<file path="src/rtl/chiplet_types_pkg.sv">
// Shared chiplet types: packet-id width and the TX message scheduler state encoding.
// The scheduler and its sub-blocks import this package.
package chiplet_types_pkg;

   localparam int PKT_ID_W    = 2;
   localparam int NUM_PKT_IDS = 1 << PKT_ID_W;

   typedef logic [PKT_ID_W-1:0] pkt_id_t;

   typedef enum logic [1:0] {
      SCHED_IDLE,
      SCHED_ISSUE,
      SCHED_WAIT,
      SCHED_RETIRE
   } tx_sched_state_e;

endpackage

</file>
<file path="src/rtl/socetlib_counter.sv">
// Saturating up-counter with a synchronous clear and a count enable.
// Clear takes priority over enable.
module socetlib_counter #(
   parameter int               WIDTH = 4,
   parameter logic [WIDTH-1:0] MAX   = '1
) (
   input  logic             clk,
   input  logic             n_rst,
   input  logic             clear,
   input  logic             count_enable,
   output logic [WIDTH-1:0] count
);

   // NOTE: sequential state always uses non-blocking assignments so that every register samples pre-edge values.
   always_ff @(posedge clk or negedge n_rst) begin
      if (!n_rst) begin
         count <= '0;
      end else if (clear) begin
         count <= '0;
      end else if (count_enable && (count != MAX)) begin
         count <= count + 1'b1;
      end
   end

endmodule

</file>
<file path="src/rtl/tx_rr_arbiter.sv">
// Combinational rotating-priority picker.
// The search starts at ptr and moves upward with wrap; the first set request wins.
module tx_rr_arbiter #(
   parameter int NUM_MSGS = 4,
   parameter int ID_W     = $clog2(NUM_MSGS)
) (
   input  logic [NUM_MSGS-1:0] req,
   input  logic [ID_W-1:0]     ptr,
   output logic [ID_W-1:0]     grant_id,
   output logic                grant_valid
);

   // NOTE: every output gets a default before the loop, so no path through the block can infer a latch.
   always_comb begin
      grant_valid = 1'b0;
      grant_id    = '0;
      // Walk from the farthest offset down so the offset nearest ptr is written last.
      for (int i = NUM_MSGS - 1; i >= 0; i--) begin
         if (req[(int'(ptr) + i) % NUM_MSGS]) begin
            grant_valid = 1'b1;
            grant_id    = ID_W'((int'(ptr) + i) % NUM_MSGS);
         end
      end
   end

endmodule

</file>
<file path="src/rtl/tx_msg_scheduler.sv">
// Picks one eligible message slot at a time (round-robin), triggers the TX FSM, waits for
// the packet to finish and retires the slot; a watchdog aborts a transfer that never completes.
module tx_msg_scheduler
   import chiplet_types_pkg::*;
#(
   parameter int NUM_MSGS       = NUM_PKT_IDS,
   parameter int TIMEOUT_CYCLES = 1024,
   localparam int ID_W          = $clog2(NUM_MSGS),
   localparam int CNT_W         = (TIMEOUT_CYCLES > 0) ? $clog2(TIMEOUT_CYCLES + 1) : 1
) (
   input  logic                clk,
   input  logic                n_rst,
   input  logic [NUM_MSGS-1:0] msg_pending,
   input  logic [NUM_MSGS-1:0] msg_enable,
   input  logic                tx_idle,
   input  logic                tx_done,
   input  logic                err_clear,
   output logic [NUM_MSGS-1:0] trigger_send,
   output logic [NUM_MSGS-1:0] msg_clear,
   output logic [ID_W-1:0]     curr_id,
   output logic                busy,
   output logic                timeout_err
);

   tx_sched_state_e state_q, state_d;
   logic [ID_W-1:0]     curr_id_q, rr_ptr_q, next_ptr;
   logic [ID_W-1:0]     grant_id;
   logic                grant_valid;
   logic                grant_take;
   logic                timeout_hit;
   logic                timeout_err_q;
   logic [NUM_MSGS-1:0] eligible;
   logic [CNT_W-1:0]    wd_count;

   assign eligible   = msg_pending & msg_enable;
   assign grant_take = (state_q == SCHED_IDLE) && grant_valid && tx_idle;
   assign next_ptr   = (curr_id_q == ID_W'(NUM_MSGS - 1)) ? '0 : curr_id_q + 1'b1;

   tx_rr_arbiter #(
      .NUM_MSGS (NUM_MSGS),
      .ID_W     (ID_W)
   ) u_arbiter (
      .req         (eligible),
      .ptr         (rr_ptr_q),
      .grant_id    (grant_id),
      .grant_valid (grant_valid)
   );

   socetlib_counter #(
      .WIDTH (CNT_W),
      .MAX   (CNT_W'(TIMEOUT_CYCLES))
   ) u_watchdog (
      .clk          (clk),
      .n_rst        (n_rst),
      .clear        (state_q == SCHED_ISSUE),
      .count_enable (state_q == SCHED_WAIT),
      .count        (wd_count)
   );

   // Fire on the last allowed WAIT cycle so WAIT lasts exactly TIMEOUT_CYCLES cycles.
   generate
      if (TIMEOUT_CYCLES > 0) begin : g_watchdog
         assign timeout_hit = (state_q == SCHED_WAIT) && (wd_count == CNT_W'(TIMEOUT_CYCLES - 1));
      end else begin : g_no_watchdog
         assign timeout_hit = 1'b0;
      end
   endgenerate

   always_ff @(posedge clk or negedge n_rst) begin
      if (!n_rst) begin
         state_q <= SCHED_IDLE;
      end else begin
         state_q <= state_d;
      end
   end

   always_comb begin
      state_d = state_q;
      unique case (state_q)
         SCHED_IDLE:   if (grant_take) state_d = SCHED_ISSUE;
         SCHED_ISSUE:  state_d = SCHED_WAIT;
         SCHED_WAIT: begin
            if (timeout_hit) begin
               state_d = SCHED_IDLE;
            end else if (tx_done) begin
               state_d = SCHED_RETIRE;
            end
         end
         SCHED_RETIRE: state_d = SCHED_IDLE;
         default:      state_d = SCHED_IDLE;
      endcase
   end

   always_comb begin
      trigger_send = '0;
      msg_clear    = '0;
      busy         = (state_q != SCHED_IDLE);
      if (state_q == SCHED_ISSUE) trigger_send[curr_id_q] = 1'b1;
      if (state_q == SCHED_RETIRE) msg_clear[curr_id_q] = 1'b1;
   end

   // A timeout moves the pointer past the stuck slot without clearing it, so it is retried last.
   always_ff @(posedge clk or negedge n_rst) begin
      if (!n_rst) begin
         curr_id_q     <= '0;
         rr_ptr_q      <= '0;
         timeout_err_q <= 1'b0;
      end else begin
         if (grant_take) curr_id_q <= grant_id;
         if ((state_q == SCHED_RETIRE) || timeout_hit) rr_ptr_q <= next_ptr;
         if (timeout_hit) begin
            timeout_err_q <= 1'b1;
         end else if (err_clear) begin
            timeout_err_q <= 1'b0;
         end
      end
   end

   assign curr_id     = curr_id_q;
   assign timeout_err = timeout_err_q;

endmodule

</file>
<file path="config.mk">
export PLATFORM = sky130hd
export DESIGN_NAME = tx_msg_scheduler
export DESIGN_NICKNAME = d
export VERILOG_FILES = /design/src/rtl/chiplet_types_pkg.sv /design/src/rtl/socetlib_counter.sv /design/src/rtl/tx_rr_arbiter.sv /design/src/rtl/tx_msg_scheduler.sv
export SDC_FILE = /design/constraint.sdc
export NUM_CORES = 1
export LEC_CHECK = 0
export ABC_AREA = 1
export CAP_MARGIN = 20
export CORE_UTILIZATION = 40
export DETAILED_ROUTE_END_ITERATION = 12
export PLACE_DENSITY = 0.66
export RECOVER_POWER = 100
export SYNTH_ARGS = -nofsm -noshare
export SYNTH_HDL_FRONTEND = slang
export SYNTH_SLANG_ARGS = --single-unit
</file>
<file path="constraint.sdc">
create_clock -name clk -period 1.7 [get_ports clk]
set_clock_uncertainty 0.2 [all_clocks]
set_input_delay 0.34 -clock clk [delete_from_list [all_inputs] [get_ports clk]]
set_output_delay 0.34 -clock clk [all_outputs]
set_load 0.03 [all_outputs]
</file>
==> results_dict.tcl, run 1 <==
set metrics [dict create \
    powerDensity_nw_per_um2 1510 \
    die_w_um 58.7 \
    synth_top_cell_area_share_pct 35.0 \
    clock_path_buffers 2 \
    slew_violations 0 \
    vias_per_cell 4.94 \
    cts-root-buf "clkbuf_4" \
    setup_viol 17 \
    synth_area_leader_cell "dfrtp_1" \
    routed_wl_um 3660 \
    core-area_sq_um 3050 \
    rr_endpoint "u_watchdog.count[4]$_DFFE_PN0P_" \
    failed_checks "setup timing" \
    timing.max_slew.rel_slack_pct 32.5 \
    ant_nets 0 \
    synth.ff_latch_count 18 \
    syn_inst 189 \
    place.gp.congestion 0.897 \
    critPathCaptureType "primary output" \
    numPortBuffers 24 \
    synth_top_family_by_area "simple AND/OR/NAND/NOR gates" \
    synth-simple-area-share_pct 38.0 \
    ioPinCount 25 \
    placed_area_sq_um 1630 \
    clock_latency_ns 0.30 \
    path_buf_inv 4 \
    muxShareOfSynthArea_pct 0 \
    setup_slack_ns -0.162 \
    grt_max_degree 19 \
    synth_common_cells "nand2_1 (61), inv_1 (25), nor2_1 (20)" \
    reg2regPathDepth 8 \
    die_y_um 58.7 \
    hp-class "flip-flop to flip-flop" \
    syn_to_final_growth_pct 61.8 \
    cts_buffers 3 \
    grt_usage_pct 20.4 \
    critical_path.top_delay_family "buffers and inverters" \
    drive_gt1_share_pct 44.7 \
    drtPass1Iterations 4 \
    r2r_setup_slack_ns -0.09 \
    grt-ovfl-total 0 \
    rows 20 \
    path_class "flip-flop to primary output" \
    nNetsFinal 266 \
    synthesis.area_sq_um 1290 \
    slowest_delay_ns 0.41 \
    synth_edf_count 0 \
    synth_compound_area_share_pct 9.52 \
    drc 0 \
    startpoint_type "flip-flop" \
    p_leak_nw 0.955 \
    grt_pass1_wl_um 5310 \
    diodes 0 \
    antenna_found_initial 0 \
    dieArea_sq_um 3450 \
    hold_path.startpoint "u_watchdog.count[9]$_DFFE_PN0P_" \
    cts.sinks 18 \
    post-dp-hpwl_um 2250 \
    yosysMostFrequentCell "nand2_1" \
    rr_startpoint "u_watchdog.count[1]$_DFFE_PN0P_" \
    peakVddDrop_mv 0.863 \
    min_period_over_period_pct 110 \
    initial_utilization_pct 42.2 \
    path_clk_slew_ns 0.11 \
    ys_types 26 \
    synth_nets 208 \
    finalPower_mw 3.14 \
    fin_area_sq_um 2080 \
    required_ns 1.16 \
    ys_seq_area_share_pct 35.0 \
    arrival_ns 1.32 \
    ys_warn_count 0 \
    min_period_ns 1.86 \
    synth_area_per_cell_sq_um 6.81 \
    synth_area_leaders "dfrtp_1 (35%), nand2_1 (18%), inv_1 (7.3%)" \
    wl_per_cell_um 12.6 \
    synth_xor_area_share_pct 2.72 \
    outcome "finished, violations left" \
    post-route-util_pct 68.2 \
    cpMaxStageDelayCell "dfrtp_1" \
    yosys.area_share.adder_pct 5.83 \
    async_flop_share_pct 100 \
    ys.flop_type "dfrtp_1" \
    crit_path_cell_trace "buf_6 -> inv_6 -> ha_4 -> inv_2 -> nor2_1 -> buf_4" \
    rsz0062_at_grt "yes" \
    whs_path_depth 2 \
    htreeDepth 1 \
    grt_pass1_vias 1277 \
    clock.fmax_ghz 0.537 \
    maxCapViolations 0 \
    cp-startpoint "curr_id[1]$_DFFE_PN0P_" \
    drt_iter0_markers 51 \
    ctsHoldBuffers 0 \
    vias 1434 \
    cp_max_fo 4 \
    worst_slew_pin_slew_ns 1.01 \
    cp.depth 6 \
    crit_end "msg_clear[0]" \
    hold_viol_final 0 \
    cts_tree "yes" \
    timing.hold.ws_ns 0.359 \
]
cells by family after synthesis:
group	after synthesis
and+or+nand+nor	110
xor gates and xnor gates	4
buffers and inverters	29
DFF	18
adders and majority gates	6
AOI/OAI and AO/OA	22
worst reg2reg max path: cells and delay by family (launching register included):
| family | cells | cell delay [ns] |
|---|---|---|
| compound gates | 2 | 0.38 |
| simple gates | 3 | 0.32 |
| fa+ha+maj | 1 | 0.12 |
| flops | 1 | 0.47 |
| buf+inv | 2 | 0.24 |
where the power goes:
group | total, mW | internal, mW | switching [mW]
Clock | 0.274 | 0.131 | 0.144
Combinational | 2.17 | 0.941 | 1.23
Sequential | 0.697 | 0.541 | 0.157
Total | 3.14 | 1.61 | 1.53
how the worst min path moves through the flow:
stage	endpoint	slack, ns
2_1_floorplan	curr_id[0]$_DFFE_PN0P_	-0.16
3_3_place_gp	u_watchdog.count[9]$_DFFE_PN0P_	0.31
3_5_place_dp	u_watchdog.count[1]$_DFFE_PN0P_	0.31
4_1_cts	u_watchdog.count[4]$_DFFE_PN0P_	0.16
5_1_grt	u_watchdog.count[9]$_DFFE_PN0P_	0.39
6_report	u_watchdog.count[9]$_DFFE_PN0P_	0.36
cell usage in the layout, fill, tap and decap left out, types with 3 or more instances in the layout:
cell type and count:
nand2_1 48, buf_4 26, nand2_2 18, inv_1 14, dfrtp_1 14, nor2_1 12, clkdlybuf4s50_1 12, buf_6 10
nand3_1 9, nor2_4 8, inv_2 7, o21ai_0 7, inv_4 6, o21ai_1 6, ha_4 6, nor2_2 5
nand3_2 5, dfrtp_2 4, a21oi_1 3, xor2_1 3, clkbuf_4 3
per-stage QoR:
step / std cells / worst slack (ns) / TNS, ns
2_1_floorplan: 189 / -0.0925 / -0.365
3_3_place_gp: 265 / -0.190 / -0.521
3_5_place_dp: 265 / -0.208 / -0.579
4_1_cts: 275 / -0.172 / -1.18
5_1_grt: 290 / -0.227 / -3.68
6_report: 290 / -0.162 / -1.56
repair_timing:
item	in CTS	in global routing
pin swaps	11	13
buffers inserted	5	15
cloned	1	0
endpoints found under the setup margin	20	27
gates resized for setup	47	52
routing by layer:
layer / track usage (%) / share of wire, % / vias to the layer above
met3: 4.84 / 4.1 / 11
met5: 0 / 0 / -
met2: 38.0 / 53 / 36
li1: - / - / 703
met4: 6.46 / 2.1 / 0
met1: 22.6 / 41 / 684
area by class of cell:
type | count | area (sq um)
Multi-Input combinational cell | 143 | 935
Tap cell | 44 | 55.1
Fill cell | 263 | 970
Clock buffer | 4 | 36.3
Inverter | 28 | 125
Timing Repair Buffer | 53 | 477
Sequential cell | 18 | 455
sequential cells by signal, summed over array words and instances (netlist names):
signal,cells
curr_id,2
rr_ptr_q,2
state_q,2
timeout_err,1
u_watchdog.count,11
Note: power is estimated with default switching activity, not from simulation.
==> run 2, diff against run 1 <==
--- a/config.mk
+++ b/config.mk
@@ -6,7 +6,7 @@
 export NUM_CORES = 1
 export LEC_CHECK = 0
 export ABC_AREA = 1
-export CAP_MARGIN = 20
+export CAP_MARGIN = 25
 export CORE_UTILIZATION = 40
 export DETAILED_ROUTE_END_ITERATION = 12
 export PLACE_DENSITY = 0.66
==> results of run 2 <==
The final DEF is identical to that of run 1; final timing and power are the same.
